$ cat src/rtl/bht_update_scheduler.sv
// bht_update_scheduler
// Shares one single-port table of 2-bit saturating counters between branch
// lookups and a small queue of resolved-branch feedback updates. After reset
// the table is swept to weakly-not-taken. Updates are read-modify-write
// (UPD_RD then UPD_WR). Lookups win arbitration unless the queue is full or
// has starved for STARVE_LIMIT consecutive grants.
// Optional build macro: BHT_SCHED_STATS_EN adds o_stall_cnt (32-bit count of
// cycles with a lookup request pending but not accepted).
module bht_update_scheduler #(
  parameter int INDEX_BITS   = 10,
  parameter int FIFO_DEPTH   = 4,
  parameter int STARVE_LIMIT = 8
) (
  input  logic                  clk,
  input  logic                  rst,
  input  logic                  i_req_valid,
  input  logic [INDEX_BITS-1:0] i_req_index,
  output logic                  o_req_ready,
  output logic                  o_pred_valid,
  output logic                  o_pred_taken,
  input  logic                  i_fb_valid,
  input  logic [INDEX_BITS-1:0] i_fb_index,
  input  logic                  i_fb_taken,
  output logic                  o_fb_ready,
  output logic                  tbl_en,
  output logic                  tbl_we,
  output logic [INDEX_BITS-1:0] tbl_addr,
  output logic [1:0]            tbl_wdata,
  input  logic [1:0]            tbl_rdata,
  output logic                  o_init_done
`ifdef BHT_SCHED_STATS_EN
  ,
  output logic [31:0]           o_stall_cnt
`endif
);

  localparam int PTR_W = $clog2(FIFO_DEPTH);
  localparam int CNT_W = PTR_W + 1;
  localparam int STV_W = $clog2(STARVE_LIMIT + 1);

  localparam logic [1:0] ST_INIT   = 2'd0;
  localparam logic [1:0] ST_IDLE   = 2'd1;
  localparam logic [1:0] ST_UPD_RD = 2'd2;
  localparam logic [1:0] ST_UPD_WR = 2'd3;

  localparam logic [INDEX_BITS-1:0] ADDR_ONE = 1;
  localparam logic [INDEX_BITS-1:0] ADDR_MAX = '1;
  localparam logic [PTR_W-1:0]      PTR_ONE  = 1;
  localparam logic [CNT_W-1:0]      CNT_ONE  = 1;
  localparam logic [CNT_W-1:0]      CNT_FULL = CNT_W'(FIFO_DEPTH);
  localparam logic [STV_W-1:0]      STV_ONE  = 1;
  localparam logic [STV_W-1:0]      STV_MAX  = STV_W'(STARVE_LIMIT);

  logic [1:0]            state_q, state_d;
  logic [INDEX_BITS-1:0] init_addr_q, init_addr_d;
  logic                  init_done_q, init_done_d;
  logic [PTR_W-1:0]      wr_ptr_q, rd_ptr_q;
  logic [CNT_W-1:0]      count_q;
  logic [STV_W-1:0]      starve_q;
  logic                  pred_valid_q;

  logic [INDEX_BITS-1:0] fifo_idx_q [FIFO_DEPTH];
  logic                  fifo_tkn_q [FIFO_DEPTH];

  logic                  fifo_empty, fifo_full, push, pop;
  logic                  upd_sel, grant;
  logic [INDEX_BITS-1:0] head_idx;
  logic                  head_tkn;
  logic [1:0]            upd_val;
  logic                  tbl_en_raw, tbl_we_raw;

  assign fifo_empty = (count_q == '0);
  assign fifo_full  = (count_q == CNT_FULL);
  assign o_fb_ready = ~fifo_full;
  assign push       = i_fb_valid & ~fifo_full;
  assign pop        = (state_q == ST_UPD_WR);
  assign head_idx   = fifo_idx_q[rd_ptr_q];
  assign head_tkn   = fifo_tkn_q[rd_ptr_q];

  // Update wins when nothing else wants the table, or it can no longer wait.
  assign upd_sel     = (state_q == ST_IDLE) & ~fifo_empty &
                       (~i_req_valid | fifo_full | (starve_q == STV_MAX));
  assign o_req_ready = (state_q == ST_IDLE) & ~upd_sel;
  assign grant       = i_req_valid & o_req_ready;

  assign o_pred_valid = pred_valid_q;
  assign o_pred_taken = pred_valid_q & tbl_rdata[1];
  assign o_init_done  = init_done_q;

  // Saturating counter step for the head entry, from the value read in UPD_RD.
  always_comb begin
    upd_val = tbl_rdata;
    if (head_tkn) begin
      if (tbl_rdata != 2'b11) upd_val = tbl_rdata + 2'b01;
    end else begin
      if (tbl_rdata != 2'b00) upd_val = tbl_rdata - 2'b01;
    end
  end

  // Next-state logic: sweep, then idle arbitration, then two-cycle update.
  always_comb begin
    state_d     = state_q;
    init_addr_d = init_addr_q;
    init_done_d = init_done_q;
    case (state_q)
      ST_INIT: begin
        init_addr_d = init_addr_q + ADDR_ONE;
        if (init_addr_q == ADDR_MAX) begin
          state_d     = ST_IDLE;
          init_done_d = 1'b1;
        end
      end
      ST_IDLE:   if (upd_sel) state_d = ST_UPD_RD;
      ST_UPD_RD: state_d = ST_UPD_WR;
      ST_UPD_WR: state_d = ST_IDLE;
      default:   state_d = ST_INIT;
    endcase
  end

  // Table port steering; the enables are forced off while reset is held.
  always_comb begin
    tbl_en_raw = 1'b0;
    tbl_we_raw = 1'b0;
    tbl_addr   = i_req_index;
    tbl_wdata  = upd_val;
    case (state_q)
      ST_INIT: begin
        tbl_en_raw = 1'b1;
        tbl_we_raw = 1'b1;
        tbl_addr   = init_addr_q;
        tbl_wdata  = 2'b01;
      end
      ST_IDLE: tbl_en_raw = grant;
      ST_UPD_RD: begin
        tbl_en_raw = 1'b1;
        tbl_addr   = head_idx;
      end
      ST_UPD_WR: begin
        tbl_en_raw = 1'b1;
        tbl_we_raw = 1'b1;
        tbl_addr   = head_idx;
      end
      default: ;
    endcase
  end

  assign tbl_en = tbl_en_raw & ~rst;
  assign tbl_we = tbl_we_raw & ~rst;

  // Control state registers.
  always_ff @(posedge clk or posedge rst) begin
    if (rst) begin
      state_q     <= ST_INIT;
      init_addr_q <= '0;
      init_done_q <= 1'b0;
    end else begin
      state_q     <= state_d;
      init_addr_q <= init_addr_d;
      init_done_q <= init_done_d;
    end
  end

  // Queue pointers and occupancy; push and pop together keep the count.
  always_ff @(posedge clk or posedge rst) begin
    if (rst) begin
      wr_ptr_q <= '0;
      rd_ptr_q <= '0;
      count_q  <= '0;
    end else begin
      if (push) wr_ptr_q <= wr_ptr_q + PTR_ONE;
      if (pop)  rd_ptr_q <= rd_ptr_q + PTR_ONE;
      case ({push, pop})
        2'b10:   count_q <= count_q + CNT_ONE;
        2'b01:   count_q <= count_q - CNT_ONE;
        default: count_q <= count_q;
      endcase
    end
  end

  // Queue payload storage; one write port, selected by the write pointer.
  generate
    for (genvar gi = 0; gi < FIFO_DEPTH; gi++) begin : g_fifo
      always_ff @(posedge clk) begin
        if (push && (wr_ptr_q == PTR_W'(gi))) begin
          fifo_idx_q[gi] <= i_fb_index;
          fifo_tkn_q[gi] <= i_fb_taken;
        end
      end
    end
  endgenerate

  // Starvation counter: lookups granted while updates are waiting.
  always_ff @(posedge clk or posedge rst) begin
    if (rst) begin
      starve_q <= '0;
    end else if (upd_sel || fifo_empty) begin
      starve_q <= '0;
    end else if (grant) begin
      starve_q <= starve_q + STV_ONE;
    end
  end

  // Prediction valid follows the lookup grant by the table read latency.
  always_ff @(posedge clk or posedge rst) begin
    if (rst) pred_valid_q <= 1'b0;
    else     pred_valid_q <= grant;
  end

`ifdef BHT_SCHED_STATS_EN
  logic [31:0] stall_cnt_q;

  // Saturating count of cycles a lookup is held off.
  always_ff @(posedge clk or posedge rst) begin
    if (rst) begin
      stall_cnt_q <= '0;
    end else if (i_req_valid && !o_req_ready && (stall_cnt_q != 32'hFFFF_FFFF)) begin
      stall_cnt_q <= stall_cnt_q + 32'd1;
    end
  end

  assign o_stall_cnt = stall_cnt_q;
`endif

endmodule

$ cat config.mk
export PLATFORM = sky130hd
export DESIGN_NAME = bht_update_scheduler
export DESIGN_NICKNAME = d
export VERILOG_FILES = /design/src/rtl/bht_update_scheduler.sv
export SDC_FILE = /design/constraint.sdc
export NUM_CORES = 1
export LEC_CHECK = 0
export ABC_AREA = 1
export CORE_UTILIZATION = 54
export DETAILED_ROUTE_END_ITERATION = 10
export PLACE_DENSITY = 0.86
export SYNTH_ARGS = -nofsm -noshare
export SYNTH_HDL_FRONTEND = slang
export SYNTH_SLANG_ARGS = --single-unit
$ cat constraint.sdc
create_clock -name clk -period 2.2 [get_ports clk]
set_clock_uncertainty 0.05 [all_clocks]
set_input_delay 0.22 -clock clk [delete_from_list [all_inputs] [get_ports clk]]
set_output_delay 0.22 -clock clk [all_outputs]
set_load 0.05 [all_outputs]
**Yosys cells after proc, flatten, opt, wreduce, memory -nomap -nowiden**

Memory sizes are Yosys's and may differ from the RTL's.
Index checks and enable logic that the tools add are counted.
Widths: inputs -> output; s select.

- Bits in registers: 25
- Bits in writable memories: 44
- Input port bits: 27
- Output and inout bits: 19
- Memories kept: 2

Memory list:

| name | words | width | read ports | clocked after Yosys merged registers in | wr ports | RTL line | RTL |
|---|---|---|---|---|---|---|---|
| fifo_idx_q | 4 | 10 | 1 | 0 | 1 | 62 | `logic [INDEX_BITS-1:0] fifo_idx_q [FIFO_DEPTH];` |
| fifo_tkn_q | 4 | 1 | 1 | 0 | 1 | 63 | `logic fifo_tkn_q [FIFO_DEPTH];` |

- Add/sub/neg operators: 8
- Equality and inequality tests: 14
- Muxes and demuxes: 39
- Bitwise logic cells: 15
- Reduce and logical (&&, ||, !) cells: 22

Operators with widths:

| kind | number |
|---|---|
| $mux 10 | 3 |
| $reduce_or 10->1 | 3 |
| $mux 2 | 12 |
| $pmux 10 s2 | 1 |
| $mux 1 | 18 |
| $add 10x1->10 const B | 1 |
| $eq 10x10->1 const B | 1 |
| $eq 2x2->1 const B | 5 |
| $and 1x1->1 | 8 |
| $mux 4 | 2 |
| $pmux 2 s4 | 1 |
| $add 2x1->2 const B | 3 |
| $eq 2x1->1 const B | 3 |
| $ne 2x2->1 const B | 3 |
| $pmux 3 s2 | 1 |
| $reduce_bool 2->1 | 3 |
| $not 1->1 | 5 |
| $add 4x1->4 const B | 1 |
| $eq 4x4->1 const B | 1 |
| $logic_and 1x1->1 | 4 |
| $logic_not 2->1 | 2 |
| $reduce_and 2->1 | 2 |
| $reduce_or 2->1 | 2 |
| $add 3x1->3 const B | 1 |
| 9 further kinds | 12 |

**Logic depth before layout (Yosys ltp)**

Gate-level depths: netlist of the first run.

- Depth in word-level cells: 10
- Mapped depth: 9
- Mapped depth without buffers: 9

**Worst setup path before layout of the first run**

OpenSTA, ideal clock, no wires.

- Path kind: reg-to-reg
- Start point: register count_q[1]
- End point: register count_q[2]
- Setup time: 131 ps
- Data arrival time: 2,112 ps
- Required time: 2,019 ps
- Setup slack: -93 ps
- Cell stages (with the launch flop): 10
- Path buffers: 0
- Period minus slack after synthesis: 2,293 ps
- Path through: dfrtp_1 -> nor2_1 -> nand2_1 -> nand2_2 -> ha_1 -> inv_1 -> fa_1 -> a21oi_1 -> o21ai_0 -> xor2_1

- Word-level cells in the longest chain between the ends: 5
- Elaborated cells between the ends (all ways): 9

Ends and longest elaborated chain:

| item | RTL line | RTL |
|---|---|---|
| start, declared | 58 | `logic [CNT_W-1:0] count_q;` |
| start signal, assigned | 173 | `2'b10: count_q <= count_q + CNT_ONE;` |
| start signal, assigned | 174 | `2'b01: count_q <= count_q - CNT_ONE;` |
| start signal, assigned | 175 | `default: count_q <= count_q;` |
| $eq 3x3->1 (*) | 73 | `assign fifo_full = (count_q == CNT_FULL);` |
| $not 1->1 (*) | -- |  |
| net o_fb_ready | 24 | `output logic o_fb_ready,` |
| $and 1x1->1 (*) | 75 | `assign push = i_fb_valid & ~fifo_full;` |
| $eq 2x1->1 / $eq 2x2->1 (equally long branches) | 172 | `case ({push, pop})` |
| $pmux 3 s2 / $reduce_bool 2->1 (equally long branches) | -- |  |

Mark *: on every way through the listed nets, which the timed path passes. The rest lies on a longest branch.
A chain may end at the register's enable or synchronous reset.

**Final worst setup path of the first run**

- Start point: register state_q[0]
- End point: output tbl_addr[2]

- Word-level cells in the longest chain between the ends: 3
- Elaborated cells between the ends (all ways): 5

Ends and longest elaborated chain:

| item | RTL line | RTL |
|---|---|---|
| start, declared | 54 | `logic [1:0] state_q, state_d;` |
| start signal, assigned | 157 | `state_q <= state_d;` |
| $eq 2x2->1 | 126 | `case (state_q)` |
| $reduce_or 2->1 (no source line) | -- |  |
| $pmux 10 s2 (*) | 126 |  |
| end, declared | 27 | `output logic [INDEX_BITS-1:0] tbl_addr,` |

Mark *: on every way between the ends. The rest lies on a longest branch, timed or not.

==> out/results.ini, run 1 <==
[timing]
worst_slack_ns = 0.0682
max-slew-margin-rel = 0.663
setup_viol = 0
rsz0062_at_grt = true
hold_viol = 0
drv_slew = 0
worst_pin_slew_ns = 0.504
final.setup.tns_ns = 0
post-route-period-util = 0.969
layout_min_cycle_time_ns = 2.13
clock.fmax_mhz = 469

[setup_path]
crit_path_end = tbl_addr[2]
required_ns = 1.93
ff2ff_setup_slack_ns = 0.12
cp_max_fo = 10
cp-end-kind = output pin
r2r-start = count_q[1]
startpoint = state_q[0]
reg2reg_to = count_q[2]
rr_worst_depth = 9
path_class = register to output pin
start_kind = register
crit_arrival_ns = 1.86

[floorplanning]
die_w_um = 80.4
start_util = 0.560
io_pins = 46
core_mm2 = 0.00592
die_height_um = 80.4
dieArea_mm2 = 0.00646
core.rowCount = 28

[min_path]
worstHoldPathType = primary input to asynchronous set/reset pin

[layout]
antenna_cells = 0
final_common_cell = nor2_1
final_cell_area_mm2 = 0.00423
drive_above_1_share = 0.165
fin_nets = 430
final_cell_mix = 59 x nor2_1, 47 x nand2_1, 44 x edfxtp_1
area.growth.synth_to_final_pct = 27.5

[placed_design]
dp_hpwl_um = 4640
placed_cell_area_mm2 = 0.00399
numPortBuffers = 45
pre_cts_slack_ns = 0.125
gp_congestion = 0.826

[run_status]
outcome = complete, no violations

[grt]
grtUsageMet3 = 0.0591
track_usage = 0.225
gr-usage-met2 = 0.386
grt_pass1_wl_um = 10700
grt_overflow = 0
grt_use_met1 = 0.276
grt_pass1_vias = 2310
grt_max_degree = 26
antenna_found_initial = 0
grt_busiest_layer = met2

[yosys]
synth_area_mm2 = 0.00332
yosysTopAreaCell = edfxtp_1
yosysSeqAreaShare = 0.587
syn_area_per_cell_um2 = 9.93
synth-seq-cells = 69
synth_edf_count = 44
synthArstFlopShare = 0.362
synthCells = 334
ys.flop_type = edfxtp_1
synth_area_leaders = edfxtp_1 40%, dfrtp_1 19%, nor2_1 6.8%, nand2_1 5.4%, ha_1 4.9%
synth_cell_types = 26
syn_nets = 375
yosysWarnings = 0
synth_top_area_share = 0.398

[clock_network]
cts_tree = done
clock_sinks = 69
clock_path_buffers = 2
clock_latency_ns = 0.35
clk_transition_reported_paths_ns = 0.09
cts_root_buffer = clkbuf_8
h-tree-depth = 3
cts-buffers-inserted = 9

[detailed_routing]
first_pass_iters = 4
vias_per_cell = 5.24
ant_nets = 0
drcViolationCount = 0
num_vias = 2456
drtIter0Drc = 169
finalWirelength_um = 6720
routedWlPerCell_um = 14.3

[power_and_ir_drop]
finalPower_mw = 2.52
p_leak_nw = 1.73
peakVddDrop_mv = 0.496
p_per_area_mw_per_mm2 = 596

[run]
max_cap_violations = 0

critical path, stage by stage (launching register included):
cell	delay (ns)
dfrtp_1	0.43
ha_1	0.28
or2_2	0.41
nand2_1	0.13
a21oi_1	0.10
buf_12	0.16
worst min path at each step:
stage | end | slack [ns] | cells after the start
finish | count_q[1] | 0.25 | 3
global route | init_addr_q[6] | 0.30 | 3
CTS | init_addr_q[6] | 0.25 | 3
detailed placement | count_q[0] | 0.44 | 1
global placement | o_init_done | 0.41 | 1
floorplan | count_q[0] | 0.20 | 1
cells in the mapped netlist (5+ instances only):
master     n
nand2_2    7
xnor2_1    5
inv_1     28
nor2_1    60
edfxtp_1  44
o21ai_0    9
nand3_1   10
ha_1      13
dfrtp_1   25
nand2_1   48
xor2_1    11
o21ai_1   27
a21oi_1   25
state kept, by name, indices dropped and copies added, names as in the netlist:
name          cells
init_addr_q      10
rd_ptr_q          2
count_q           3
o_init_done       1
fifo_idx_q       40
o_pred_valid      1
state_q           2
fifo_tkn_q        4
wr_ptr_q          2
starve_q          4
power breakdown:
| group | leakage [nW] | switching [mW] | internal [mW] |
|---|---|---|---|
| clock network | 0.0968 | 0.522 | 0.537 |
| logic | 0.919 | 0.0359 | 0.0479 |
| registers | 0.713 | 0 | 1.38 |
| total | 1.73 | 0.558 | 1.96 |
metal layers:
metal  share of wire  vias up
met3           0.046       10
met5               0        -
met1            0.43     1187
met2            0.51       50
met4           0.017        0
li1                -     1209
through the flow:
| stage | util | hold WS (ns) | std cells |
|---|---|---|---|
| 3_3_place_gp | 0.674 | 0.414 | 452 |
| 3_5_place_dp | 0.674 | 0.443 | 452 |
| 2_1_floorplan | - | 0.197 | 334 |
| 4_1_cts | 0.709 | 0.247 | 468 |
| 6_report | 0.714 | 0.250 | 469 |
| 5_1_grt | 0.714 | 0.304 | 469 |
kinds of logic after synthesis:
kind of cell / share of synthesized area
AND/OR/NAND/NOR: 0.161
flip-flops: 0.587
AO/OA/AOI/OAI: 0.0988
buffers and inverters: 0.0558
XOR/XNOR: 0.0422
adder cells (fa/ha/maj): 0.0551
layout make-up:
class	count	area [um^2]
sequential	69	1950
fill	406	1690
tap	75	93.8
multi-input combinational	223	1210
timing repair buffer	56	659
clock buffer	9	124
clock inverter	7	80.1
inverter	30	115
what timing repair did:
action                                  in CTS  in global routing
endpoints found under the setup margin      13                 14
gates resized for setup                      3                  9
pin swaps                                    0                  1
hold buffers                                 0                  0
setup buffers                                0                  1
gates cloned                                 0                  0
Note: power is estimated with default switching activity, not from simulation.
==> run 2, diff against run 1 <==
--- a/config.mk
+++ b/config.mk
@@ -12,3 +12,4 @@
 export SYNTH_ARGS = -nofsm -noshare
 export SYNTH_HDL_FRONTEND = slang
 export SYNTH_SLANG_ARGS = --single-unit
+export TNS_END_PERCENT = 50
==> results of run 2 <==
Same layout as run 1: the final DEF is identical, and so are final timing and power.
